===== config.mk =====
export PLATFORM = sky130hd
export DESIGN_NAME = reg_mask_encoder
export DESIGN_NICKNAME = d
export VERILOG_FILES = /design/src/rtl/reg_mask_encoder.sv
export SDC_FILE = /design/constraint.sdc
export NUM_CORES = 1
export LEC_CHECK = 0
export BUFFER_PORTS_ARGS = -buffer_cell sky130_fd_sc_hd__buf_2
export CAP_MARGIN = 25
export CORE_MARGIN = 2
export CORE_UTILIZATION = 54
export CTS_CLUSTER_SIZE = 14
export DETAILED_ROUTE_END_ITERATION = 7
export PLACE_DENSITY = 0.81
export REMOVE_ABC_BUFFERS = 1
export SLEW_MARGIN = 20
export SYNTH_ARGS = -nofsm -noshare
export SYNTH_HDL_FRONTEND = slang
export SYNTH_SLANG_ARGS = --single-unit

===== constraint.sdc =====
create_clock -name clock -period 3.46 [get_ports clock]
set_input_delay 0.519 -clock clock [delete_from_list [all_inputs] [get_ports clock]]
set_output_delay 0.519 -clock clock [all_outputs]
set_load 0.02 [all_outputs]

===== src/rtl/reg_mask_encoder.sv =====
// Serialises a 16-bit register mask into 4-bit register-select codes over valid/ready.
// Bit 8 has no code; it is dropped at load and flagged on err_r8.
module reg_mask_encoder #(
  parameter bit DESCENDING = 1'b0
) (
  input  logic        clock,
  input  logic        clear_n,
  input  logic        start,
  input  logic [15:0] mask,
  input  logic        ready,
  output logic        valid,
  output logic [3:0]  code,
  output logic        busy,
  output logic        done,
  output logic        err_r8,
  output logic [4:0]  count
);

  typedef enum logic [1:0] {
    IDLE = 2'd0,
    EMIT = 2'd1,
    DONE = 2'd2
  } state_t;

  state_t      state_q;
  logic [15:0] pending_q;
  logic [15:0] pending_d;
  logic [15:0] load_mask;
  logic        err_q;
  logic [4:0]  count_q;
  logic [3:0]  sel_idx;

  // Loop order makes the last match win: lowest bit when ascending, highest when descending.
  always_comb begin
    sel_idx = 4'd0;
    if (DESCENDING) begin
      for (int i = 0; i < 16; i++) begin
        if (pending_q[i]) sel_idx = 4'(i);
      end
    end else begin
      for (int i = 15; i >= 0; i--) begin
        if (pending_q[i]) sel_idx = 4'(i);
      end
    end
  end

  assign pending_d = pending_q & ~(16'd1 << sel_idx);
  assign load_mask = mask & 16'hFEFF;

  always_ff @(posedge clock or negedge clear_n) begin
    if (!clear_n) begin
      state_q   <= IDLE;
      pending_q <= 16'd0;
      err_q     <= 1'b0;
      count_q   <= 5'd0;
    end else begin
      case (state_q)
        IDLE: begin
          if (start) begin
            pending_q <= load_mask;
            err_q     <= mask[8];
            count_q   <= 5'd0;
            state_q   <= (load_mask == 16'd0) ? DONE : EMIT;
          end
        end
        EMIT: begin
          if (ready) begin
            pending_q <= pending_d;
            count_q   <= count_q + 5'd1;
            if (pending_d == 16'd0) state_q <= DONE;
          end
        end
        DONE:    state_q <= IDLE;
        default: state_q <= IDLE;
      endcase
    end
  end

  // Bit 8 is never pending, so indices above 8 shift down by one to close the gap.
  assign code   = (sel_idx > 4'd8) ? (sel_idx - 4'd1) : sel_idx;
  assign valid  = (state_q == EMIT);
  assign busy   = (state_q != IDLE);
  assign done   = (state_q == DONE);
  assign err_r8 = err_q;
  assign count  = count_q;

endmodule


Yosys cells after proc, flatten, opt, wreduce, memory -nomap -nowiden:

Cells that the tools add are included.

* word-level logic and storage cells: 51
* input bits: 20
* register bits after elaboration: 24
* output and inout bits: 13

* shift operators: 1
* equal/unequal tests: 5
* magnitude comparators: 1
* bitwise operators: 2
* mux-type cells: 28
* add/subtract/negate cells: 2
* reduce and logical (&&, ||, !) cells: 8

Operators with widths (number)
* 2-to-1 mux 4 bit: 17
* zero test 16 bit: 2
* 2-to-1 mux 16 bit: 2
* case mux 16 bit (2 select lines): 1
* bitwise AND 16 bit: 1
* inverter 16 bit: 1
* << shifter 1 x 4 -> 16 bit, first input constant: 1
* 2-to-1 mux 5 bit: 2
* case mux 5 bit (2 select lines): 1
* 2-to-1 mux 2 bit: 4
* AND reduction 3 bit: 2
* adder 5 x 1 -> 5 bit, second input constant: 1
* greater-than comparator 4 bit, second input constant: 1
* != test 2 bit, second input constant: 2
* case mux 2 bit (2 select lines): 1
* nonzero test 2 bit: 2
* subtractor 4 x 1 -> 4 bit, second input constant: 1
* == test 2 x 1 -> 1 bit, second input constant: 1
* == test 2 bit, second input constant: 1
* zero test 2 bit: 1
* != test 2 x 1 -> 1 bit, second input constant: 1
* AND reduction 2 bit: 1

Depth between registers and ports, before layout:

Gate-level depths: netlist of the first run.

* word-level depth: 23
* gate-level depth with buffers: 14
* depth with buffers taken out: 13

Least setup slack after synthesis of the first run:

No wires, ideal clock.

* path kind: register to output
* from: register pending_q[15]
* to: output port code[2]
* required time: 2941 ps
* arrival: 2740 ps
* stages on the path, launching flop included: 11
* setup slack: 201 ps
* path buffers: 1
* cell sequence: dfrtp_1 -> inv_1 -> a211oi_1 -> o31ai_1 -> a2111oi_0 -> inv_1 -> ha_1 -> buf_1 -> o21ai_0 -> o21ai_0 -> a21boi_0

* longest elaborated chain between the ends: 18
* elaborated cells on any way between the ends: 19
* those cells by class: add/sub (1); order compare (1); mux (17)

RTL lines
* from (decl): line 26 `logic [15:0] pending_q;`
* from (signal assigned): line 60 `pending_q <= load_mask;`
* from (signal assigned): line 68 `pending_q <= pending_d;`
* 2-to-1 mux 4 bit (*) (16 in series): line 42 `if (pending_q[i]) sel_idx = 4'(i);`
* subtractor 4 x 1 -> 4 bit / greater-than comparator 4 bit (equally long branches): line 80 `assign code = (sel_idx > 4'd8) ? (sel_idx - 4'd1) : sel_idx;`
* 2-to-1 mux 4 bit (*): line 80
* to (decl): line 12 `output logic [3:0] code,`

Every way passes the cells marked *; elsewhere a longest branch is shown, timed or not.

Final worst setup path of the first run:

* from: register pending_q[6]
* to: output port code[1]

* longest elaborated chain between the ends: 9
* elaborated cells on any way between the ends: 10
* those cells by class: add/sub (1); order compare (1); mux (8)

RTL lines (line)
* 2-to-1 mux 4 bit (*) (7 in series): 42
* subtractor 4 x 1 -> 4 bit / greater-than comparator 4 bit (equally long branches): 80
* 2-to-1 mux 4 bit (*): 80

Marked as above.

==> results of run 1 <==
-- flip-flops by register name, summed over array words and instances (netlist names) --
signal / count
pending_q: 16
count: 5
state_q: 2
err_r8: 1
-- cell type report --
cell class	count	area [um2]	area share [%]
well taps	31	38.8	2.14
inverters	15	56.3	3.10
repair buffers	40	220	12.1
flip-flops and latches	24	601	33.1
clock buffers	3	22.5	1.24
multi-input cells	133	876	48.3
-- power by group --
part	total [uW]	internal (uW)	switching (uW)
Clock	123	40.7	82.6
Sequential	568	390	178
Combinational	841	338	503
Total	1530	768	764
-- worst min-delay path by stage --
stage | start | end | slack (ps) | depth (start not counted)
after floorplan | clear_n | count[0]$_DFFE_PN0P_ | 220 | 0
after global placement | err_r8$_DFFE_PN0P_ | err_r8$_DFFE_PN0P_ | 460 | 2
after detailed placement | err_r8$_DFFE_PN0P_ | err_r8$_DFFE_PN0P_ | 460 | 2
after CTS | clear_n | count[4]$_DFFE_PN0P_ | 180 | 1
after global routing | clear_n | state_q[0]$_DFFE_PN0P_ | 190 | 1
final | clear_n | count[1]$_DFFE_PN0P_ | 160 | 1
-- metal layers --
layer / vias up / wire [um]
li1: 730 / -
met1: 769 / 1810
met2: 97 / 2090
met3: 11 / 398
met4: 0 / 82
met5: - / 0
-- logic make-up after synthesis --
| kind of cell | Yosys count | synth area share, % |
|---|---|---|
| flops | 24 | 38.8 |
| buf+inv | 24 | 5.90 |
| compound gates | 62 | 26.6 |
| fa+ha+maj | 6 | 4.85 |
| simple gates | 59 | 20.1 |
| mux | 2 | 1.46 |
| xor+xnor | 4 | 2.26 |
-- cell usage after synthesis (2+ instances only) --
| master | number |
|---|---|
| nor2b_1 | 4 |
| dfrtp_1 | 24 |
| nor2_1 | 14 |
| clkbuf_1 | 7 |
| nor4_2 | 2 |
| a21oi_1 | 12 |
| nand4_1 | 2 |
| and2_1 | 3 |
| mux2_2 | 2 |
| nand3_1 | 2 |
| o21ai_0 | 17 |
| xor2_1 | 3 |
| ha_1 | 6 |
| a21boi_0 | 4 |
| nor4_1 | 5 |
| nor3_1 | 4 |
| nand2_1 | 19 |
| a41oi_1 | 6 |
| inv_1 | 15 |
| o31ai_1 | 2 |
| o22ai_1 | 8 |
| a222oi_1 | 2 |
| a21o_1 | 2 |
-- worst max-delay path: stages, from the launching register on --
cell,delay (ps)
dfrtp_1,430
inv_1,90
o21ai_0,380
o22a_1,260
o31ai_4,100
inv_1,150
ha_1,200
buf_4,170
a21o_1,160
mux2_2,330
buf_2,160
-- what timing repair did --
action                                  4_1_cts  5_1_grt
hold buffers                                  0        0
endpoints found under the setup margin        1        2
resized for setup                             1        3
pin swaps                                     0        2
buffers inserted                              0        3
-- metrics by stage --
step | std cells | power (uW) | hold slack [ps]
6_report | 246 | 1530 | 165
4_1_cts | 243 | 1460 | 184
3_5_place_dp | 240 | 1330 | 462
3_3_place_gp | 240 | 1310 | 460
5_1_grt | 246 | 1650 | 192
2_1_floorplan | 172 | 1050 | 223
==> impl_metrics.env, run 1 <==
export IMPL_place_area_mm2=0.00175
export IMPL_min_period_over_period_pct=94.3
export IMPL_ant_nets=0
export IMPL_core_area_mm2=0.00273
export IMPL_crit_start="pending_q[6]$_DFFE_PN0P_"
export IMPL_synth_top_cell_area_share_pct=38.8
export IMPL_p_per_area_mw_per_mm2=845
export IMPL_grt_pass1_wl_mm=6.96
export IMPL_gp_congestion=0.944
export IMPL_wl_mm=4.38
export IMPL_worstMarginPinSlew_ps=627
export IMPL_final_net_count=243
export IMPL_power_leakage_uw=0.000821
export IMPL_clkTransAtPathRegs_ps=130
export IMPL_reg2reg_from="pending_q[4]$_DFFE_PN0P_"
export IMPL_grt_busiest_layer="met2"
export IMPL_overflow=0
export IMPL_antenna_cells=0
export IMPL_most_common_layout_cells="buf_2 (32), dfrtp_1 (24), nand2_1 (19)"
export IMPL_regToRegSetupSlack_ps=350
export IMPL_io_pins=33
export IMPL_synth_seq_cells=24
export IMPL_end_kind="primary output"
export IMPL_die_area_mm2=0.00331
export IMPL_layout_min_cycle_time_ps=3260
export IMPL_num_rows=19
export IMPL_crit_path_start_kind="flip-flop"
export IMPL_ys_flop_type="dfrtp_1"
export IMPL_hpwlAfterDp_mm=3.19
export IMPL_drive_gt1_share_pct=24.2
export IMPL_wl_per_cell_um=17.8
export IMPL_fin_tns_setup_ps=0
export IMPL_htreeDepth=1
export IMPL_clock_fmax_mhz=306
export IMPL_final_common_cell="buf_2"
export IMPL_grt_usage_pct=27.1
export IMPL_viasPerCell=6.53
export IMPL_reg2regPathDepth=10
export IMPL_drv_slew=0
export IMPL_cap_violations=0
export IMPL_placement_io_buffers=32
export IMPL_grt_pass1_vias=1482
export IMPL_use_met1_pct=38.1
export IMPL_syn_cell_area_mm2=0.00155
export IMPL_setup_viol=0
export IMPL_path_max_fanout=8
export IMPL_synth_warnings=0
export IMPL_synth_edf_count=0
export IMPL_pre_cts_slack_ps=211
export IMPL_clkLatencyLatePin_ps=310
export IMPL_final_area_mm2=0.00181
export IMPL_crit_end="code[1]"
export IMPL_cts_tree="built"
export IMPL_clock_sinks=24
export IMPL_r2r_end="state_q[0]$_DFFE_PN0P_"
export IMPL_syn2layout_area_growth_pct=17.2
export IMPL_vias=1607
export IMPL_die_x_um=57.5
export IMPL_slew_headroom_pct=57.8
export IMPL_fin_skew_ps=1.87
export IMPL_syn_avg_cell_area_um2=8.55
export IMPL_hold_class="input port to asynchronous set/reset pin"
export IMPL_ir_drop_v=0.000834
export IMPL_outcome="finished, final reports clean"
export IMPL_timing_final_ws_setup_ps=197
export IMPL_firstDrtPassIters=4
export IMPL_postSynth_asyncResetShare_pct=100
export IMPL_antenna_found_initial=0
export IMPL_cp_required_ps=2940
export IMPL_clockBufferDepth=2
export IMPL_cts_root_buf="clkbuf_4"
export IMPL_postLayoutCoreUtil_pct=66.4
export IMPL_start_util_pct=56.6
export IMPL_synth_area_leaders="dfrtp_1 (39%), o21ai_0 (5.5%), ha_1 (4.9%)"
export IMPL_arrival_ps=2740
export IMPL_chipHeight_um=57.5
export IMPL_syn_inst=181
export IMPL_met3_usage_pct=5.44
export IMPL_final_hold_viol_count=0
export IMPL_numCtsBuffers=3
export IMPL_ys_types=39
export IMPL_yosysSeqAreaShare_pct=38.8
export IMPL_grt_met2_usage_pct=42.0
export IMPL_drt_iter0_drc=151
export IMPL_rsz0062_at_grt="false"
export IMPL_yosysTopAreaCell="dfrtp_1"
export IMPL_route_detailed_drc=0
export IMPL_grt_max_degree=25
export IMPL_fillers=243
export IMPL_critPathKind="flip-flop to primary output"
(Power assumes the default switching activity.)
==> run 2: changes to the inputs <==
--- a/config.mk
+++ b/config.mk
@@ -5,10 +5,12 @@
 export SDC_FILE = /design/constraint.sdc
 export NUM_CORES = 1
 export LEC_CHECK = 0
+export ABC_AREA = 1
 export BUFFER_PORTS_ARGS = -buffer_cell sky130_fd_sc_hd__buf_2
 export CAP_MARGIN = 25
 export CORE_MARGIN = 2
-export CORE_UTILIZATION = 54
+export CORE_UTILIZATION = 55
+export CTS_BUF_LIST = sky130_fd_sc_hd__clkbuf_4 sky130_fd_sc_hd__clkbuf_8 sky130_fd_sc_hd__clkbuf_16
 export CTS_CLUSTER_SIZE = 14
 export DETAILED_ROUTE_END_ITERATION = 7
 export PLACE_DENSITY = 0.81
==> run 2 against run 1 <==
Against the previous run: die area rose by 11%; final area rose by 9.7%; clock skew decreased by 0.62 ps; cell count is 37% higher; wire length fell by 0.80%; non-clock buffer count is 7 lower; worst setup slack improved by 160 ps; via count is 14% higher; clock-buffer cell count rose by 1; flip-flop and latch count unchanged; core utilization decreased by 1.2 points; sequential power is 8.1% lower; largest power group unchanged.
==> impl_metrics.env, run 2 <==
export IMPL_reg2regPathDepth=26
export IMPL_fin_skew_ps=1.25
export IMPL_ys_types=29
export IMPL_syn_inst=264
export IMPL_stdcell_count=338
export IMPL_start_util_pct=57.9
export IMPL_grt_pass1_vias=1650
export IMPL_clockBufferDepth=2
export IMPL_yosysTopAreaCell="dfrtp_1"
export IMPL_synth_top_cell_area_share_pct=34.0
export IMPL_max_stage_delay_ps=440
export IMPL_seqPwrFrac_pct=26.3
export IMPL_overflow=0
export IMPL_min_period_over_period_pct=89.6
export IMPL_antenna_cells=0
export IMPL_outcome="finished, final reports clean"
export IMPL_firstDrtPassIters=4
export IMPL_postLayoutCoreUtil_pct=65.2
export IMPL_wl_per_cell_um=12.9
export IMPL_syn_cell_area_mm2=0.00177
export IMPL_postSynth_asyncResetShare_pct=100
export IMPL_critPathKind="flip-flop to primary output"
export IMPL_gp_congestion=0.896
export IMPL_vias=1834
export IMPL_cp_required_ps=2940
export IMPL_most_common_layout_cells="nand2_1 (67), buf_2 (32), o21ai_0 (30)"
export IMPL_die_x_um=60.7
export IMPL_clock_sinks=24
export IMPL_synth_seq_cells=24
export IMPL_wl_mm=4.35
export IMPL_grt_usage_pct=26.3
export IMPL_drt_iter0_drc=116
export IMPL_hold_buffers=0
export IMPL_reg2reg_from="pending_q[13]$_DFFE_PN0P_"
export IMPL_final_common_cell="nand2_1"
export IMPL_htreeDepth=1
export IMPL_synth_area_leaders="dfrtp_1 (34%), nand2_1 (14%), o21ai_0 (8.5%)"
export IMPL_yosysMostFrequentCell="nand2_1"
export IMPL_arrival_ps=2580
export IMPL_clkLatencyLatePin_ps=310
export IMPL_layout_min_cycle_time_ps=3100
export IMPL_grt_max_degree=26
export IMPL_num_rows=20
export IMPL_hold_class="input port to asynchronous set/reset pin"
export IMPL_path_max_fanout=5
export IMPL_timing_final_ws_setup_ps=361
export IMPL_clkTransAtPathRegs_ps=130
export IMPL_placement_io_buffers=32
export IMPL_cts_resized=0
export IMPL_power_frac_clock_pct=7.6
export IMPL_cts_setup_buffers=0
export IMPL_largest_register_ffs=16
export IMPL_cap_violations=0
export IMPL_cts_root_buf="clkbuf_4"
export IMPL_rsz0062_at_grt="false"
export IMPL_switching_share_pct=55.0
export IMPL_viasPerCell=5.43
export IMPL_antenna_found_initial=0
export IMPL_synth_edf_count=0
export IMPL_clock_fmax_mhz=323
export IMPL_final_net_count=321
export IMPL_slew_headroom_pct=63.9
export IMPL_cts_tree="built"
export IMPL_end_kind="primary output"
export IMPL_place_inst=334
export IMPL_pre_cts_slack_ps=745
export IMPL_ys_flop_type="dfrtp_1"
export IMPL_crit_start="pending_q[13]$_DFFE_PN0P_"
export IMPL_io_pins=33
export IMPL_power_switching_uw=1090
export IMPL_ant_nets=0
export IMPL_setup_viol=0
export IMPL_hpwlAfterDp_mm=3.39
export IMPL_grt_pass1_wl_mm=7.32
export IMPL_internal_power_uw=892
export IMPL_worstMarginPinSlew_ps=541
export IMPL_drv_slew=0
export IMPL_synth_warnings=0
export IMPL_numCtsBuffers=3
export IMPL_yosys_top_cells_count="nand2_1 (67), o21ai_0 (30), inv_1 (29), dfrtp_1 (24)"
export IMPL_p_comb_share_pct=66.1
export IMPL_power_leakage_uw=0.00103
export IMPL_drive_gt1_share_pct=21.8
export IMPL_chipHeight_um=60.7
export IMPL_top_register="pending_q"
export IMPL_die_area_mm2=0.00368
export IMPL_crit_chain="inv_1 -> nand2_1 -> nand2_1 -> nand2_1 -> nand2_1 -> nand2_1 -> nand2_1 -> nand2_1 -> nand2_1 -> nand2_1 -> nand2_1 -> nand2_1 -> nand2_1 -> nand2_1 -> nand2_1 -> ha_1 -> inv_1 -> o21ai_0 -> inv_1 -> nand2_1 -> nand2_1 -> buf_2"
export IMPL_final_hold_viol_count=0
export IMPL_fin_tns_setup_ps=0
export IMPL_slowest_stage="dfrtp_1"
export IMPL_syn_avg_cell_area_um2=6.70
export IMPL_route_detailed_drc=0
export IMPL_crit_path_start_kind="flip-flop"
export IMPL_yosysSeqAreaShare_pct=34.0
export IMPL_crit_top_cell="nand2_1"
export IMPL_core_area_mm2=0.00305
export IMPL_p_per_area_mw_per_mm2=997
export IMPL_ir_drop_v=0.000623
export IMPL_syn2layout_area_growth_pct=12.5
[run 2: cell types whose count changed after synthesis, sizes merged, moves of 4 or more]
cell    previous run  this run
a21boi             4         0
a21oi             12        22
a41oi              6         0
inv               15        38
nand2             19        73
nand3              2        17
nor2              14        28
nor2b              4         0
nor4               8         3
o21ai             17        32
[run 2: cells by family (layout without fill, tap and decap cells)]
group | Yosys count | in the layout | synth area share, %
adder cells (fa/ha/maj) | 6 | 6 | 4.25
AO/OA/AOI/OAI | 63 | 63 | 18.8
AND/OR/NAND/NOR | 125 | 125 | 32.5
flip-flops | 24 | 24 | 34.0
buffers and inverters | 46 | 76 | 10.5
[run 2: power by group through the flow]
stage          Sequential (uW)  Clock [uW]  Combinational, uW
2_1_floorplan              533           0                945
3_3_place_gp               522           0               1270
3_5_place_dp               526           0               1290
4_1_cts                    520         149               1300
5_1_grt                    539         163               1480
6_report                   522         151               1310
[run 2: critical path, delay by kind of cell, from the launching register on]
family	cells	cell delay, ps
AND/OR/NAND/NOR	16	920
flip-flops	1	440
buffers and inverters	4	380
adder cells (fa/ha/maj)	1	280
AO/OA/AOI/OAI	1	220
[run 2: cell type report]
cell class,count,area (um2)
multi-input combinational,194,982
fill,316,1060
timing repair buffer,33,168
tap,44,55.1
clock buffer,4,36.3
sequential,24,601
inverter,39,148
[run 2: metal layers]
layer	global-route usage, %	wire length [um]	up-vias
met1	36.7	1940	833
met4	6.21	46	0
met5	0	0	-
met2	43.8	2070	72
li1	-	-	921
met3	3.41	290	8
[run 2: path summary, 6_finish.rpt]
check	endpoint	slack, ps
min in group clock	err_r8$_DFFE_PN0P_	400
setup / recovery	code[0]	360
hold / removal	state_q[0]$_DFFE_PN0P_	160
max in group asynchronous	count[3]$_DFFE_PN0P_	2940
setup reg to reg	state_q[1]$_DFFE_PN0P_	840
hold reg to reg	err_r8$_DFFE_PN0P_	490
[run 2: metrics by stage]
stage          power [uW]  cell area, um2  hold WS, ps
6_report             1980            1990          161
5_1_grt              2180            1990          191
4_1_cts              1970            1990          180
3_5_place_dp         1820            1950          463
3_3_place_gp         1790            1950          455
2_1_floorplan        1480            1730          223
==> run 3: changes to the inputs <==
--- a/config.mk
+++ b/config.mk
@@ -7,13 +7,13 @@
 export LEC_CHECK = 0
 export ABC_AREA = 1
 export BUFFER_PORTS_ARGS = -buffer_cell sky130_fd_sc_hd__buf_2
-export CAP_MARGIN = 25
+export CAP_MARGIN = 5
 export CORE_MARGIN = 2
-export CORE_UTILIZATION = 55
+export CORE_UTILIZATION = 57
 export CTS_BUF_LIST = sky130_fd_sc_hd__clkbuf_4 sky130_fd_sc_hd__clkbuf_8 sky130_fd_sc_hd__clkbuf_16
 export CTS_CLUSTER_SIZE = 14
 export DETAILED_ROUTE_END_ITERATION = 7
-export PLACE_DENSITY = 0.81
+export PLACE_DENSITY = 0.84
 export REMOVE_ABC_BUFFERS = 1
 export SLEW_MARGIN = 20
 export SYNTH_ARGS = -nofsm -noshare
==> constraint.sdc (replaced) <==
create_clock -name clock -period 3.7 [get_ports clock]
set_input_delay 0.555 -clock clock [delete_from_list [all_inputs] [get_ports clock]]
set_output_delay 0.555 -clock clock [all_outputs]
set_load 0.02 [all_outputs]
==> run 3 against run 2 <==
Against the previous run: die area decreased by 3.3%; final area decreased by 0.69%; core utilization increased by 0.63 points; critical endpoint is now code[1].
==> impl_metrics.env, run 3 (same netlist as run 2, synthesis figures left out) <==
export IMPL_final_common_cell="nand2_1"
export IMPL_clock_fmax_mhz=317
export IMPL_end_kind="primary output"
export IMPL_path_max_fanout=5
export IMPL_antenna_cells=0
export IMPL_wl_mm=4.26
export IMPL_largest_register_ffs=16
export IMPL_die_x_um=59.7
export IMPL_cts_root_buf="clkbuf_4"
export IMPL_p_per_area_mw_per_mm2=935
export IMPL_grt_max_degree=26
export IMPL_numCtsBuffers=3
export IMPL_worstMarginPinSlew_ps=541
export IMPL_postLayoutCoreUtil_pct=65.8
export IMPL_slew_headroom_pct=63.9
export IMPL_outcome="finished, final reports clean"
export IMPL_cp_required_ps=3140
export IMPL_critPathKind="flip-flop to primary output"
export IMPL_hold_class="input port to asynchronous set/reset pin"
export IMPL_io_pins=33
export IMPL_regToRegSetupSlack_ps=1060
export IMPL_clkTransAtPathRegs_ps=140
export IMPL_route_detailed_drc=0
export IMPL_grt_pass1_wl_mm=7.20
export IMPL_die_area_mm2=0.00356
export IMPL_met3_usage_pct=3.03
export IMPL_cts_resized=0
export IMPL_grt_usage_pct=26.1
export IMPL_htreeDepth=1
export IMPL_viasPerCell=5.61
export IMPL_grt_met2_usage_pct=42.9
export IMPL_vias=1834
export IMPL_r2r_end="state_q[1]$_DFFE_PN0P_"
export IMPL_min_period_over_period_pct=85.4
export IMPL_cap_violations=0
export IMPL_place_inst=323
export IMPL_final_hold_viol_count=0
export IMPL_setup_viol=0
export IMPL_top_register="pending_q"
export IMPL_chipHeight_um=59.7
export IMPL_cts_tree="built"
export IMPL_drv_slew=0
export IMPL_placement_io_buffers=32
export IMPL_clock_sinks=24
export IMPL_start_util_pct=58.9
export IMPL_gp_congestion=0.959
export IMPL_clkLatencyLatePin_ps=310
export IMPL_grt_pass1_vias=1653
export IMPL_reg2regPathDepth=28
export IMPL_ir_drop_v=0.000643
export IMPL_antenna_found_initial=0
export IMPL_use_met1_pct=37.7
export IMPL_cts_setup_buffers=0
export IMPL_crit_path_start_kind="flip-flop"
export IMPL_num_rows=20
export IMPL_most_common_layout_cells="nand2_1 (67), buf_2 (32), o21ai_0 (30)"
export IMPL_ant_nets=0
export IMPL_syn2layout_area_growth_pct=11.7
export IMPL_clockBufferDepth=2
export IMPL_layout_min_cycle_time_ps=3160
export IMPL_drt_iter0_drc=109
export IMPL_firstDrtPassIters=5
export IMPL_fillers=281
export IMPL_final_net_count=321
export IMPL_stdcell_count=327
export IMPL_drive_gt1_share_pct=21.8
export IMPL_core_area_mm2=0.00300
export IMPL_overflow=0
export IMPL_grt_busiest_layer="met2"
export IMPL_fin_tns_setup_ps=0
export IMPL_power_leakage_uw=0.00103
export IMPL_hold_buffers=0
export IMPL_fin_skew_ps=9.74
export IMPL_wl_per_cell_um=13.0
export IMPL_hpwlAfterDp_mm=3.32
export IMPL_rsz0062_at_grt="false"
export IMPL_reg2reg_from="pending_q[14]$_DFFE_PN0P_"
export IMPL_arrival_ps=2600
run 3: metrics by stage:
step / hold slack [ps] / worst slack, ps / total power (uW) / instance area (um2)
5_1_grt: 225 / 263 / 2030 / 1980
2_1_floorplan: 259 / 1110 / 1380 / 1730
4_1_cts: 218 / 570 / 1840 / 1980
3_5_place_dp: 460 / 941 / 1700 / 1940
3_3_place_gp: 455 / 1010 / 1670 / 1940
6_report: 202 / 541 / 1850 / 1980
run 3: cell type report:
| type | count | area (um2) | share of cell area, % |
|---|---|---|---|
| multi-input combinational | 194 | 982 | 49.7 |
| tap | 33 | 41.3 | 2.09 |
| inverter | 39 | 148 | 7.47 |
| timing repair buffer | 33 | 168 | 8.49 |
| sequential | 24 | 601 | 30.4 |
| clock buffer | 4 | 36.3 | 1.84 |
run 3: critical path: stages, from the launching register on:
cell,delay (ps)
dfrtp_1,430
inv_2,90
nand2_1,50
nand2_1,50
nand2_1,40
nand2_1,50
nand2_1,40
nand2_1,50
nand2_1,40
nand2_1,60
nand2_1,50
nand2_1,50
nand2_1,50
nand2_1,50
nand2_1,40
nand2_1,100
nand2_1,140
ha_1,300
a21oi_1,270
nand2_1,80
o21ai_0,70
buf_2,180
run 3: worst max path at each step:
stage | slack, ps | startpoint | cells past startpoint | endpoint
final | 540 | pending_q[14]$_DFFE_PN0P_ | 21 | code[1]
after detailed placement | 940 | pending_q[14]$_DFFE_PN0P_ | 21 | code[1]
after floorplan | 1110 | pending_q[13]$_DFFE_PN0P_ | 18 | code[1]
after CTS | 570 | pending_q[14]$_DFFE_PN0P_ | 21 | code[1]
after global placement | 1010 | pending_q[13]$_DFFE_PN0P_ | 21 | code[0]
after global routing | 260 | pending_q[13]$_DFFE_PN0P_ | 21 | code[0]
run 3: layer usage:
layer / vias up / wire length (um)
li1: 923 / -
met1: 836 / 2060
met2: 71 / 1930
met3: 4 / 247
met4: 0 / 26
met5: - / 0
run 3: report_power, final:
group	switching (uW)	internal [uW]
registers	105	382
logic	829	393
clock network	77.3	60.0
total	1010	835
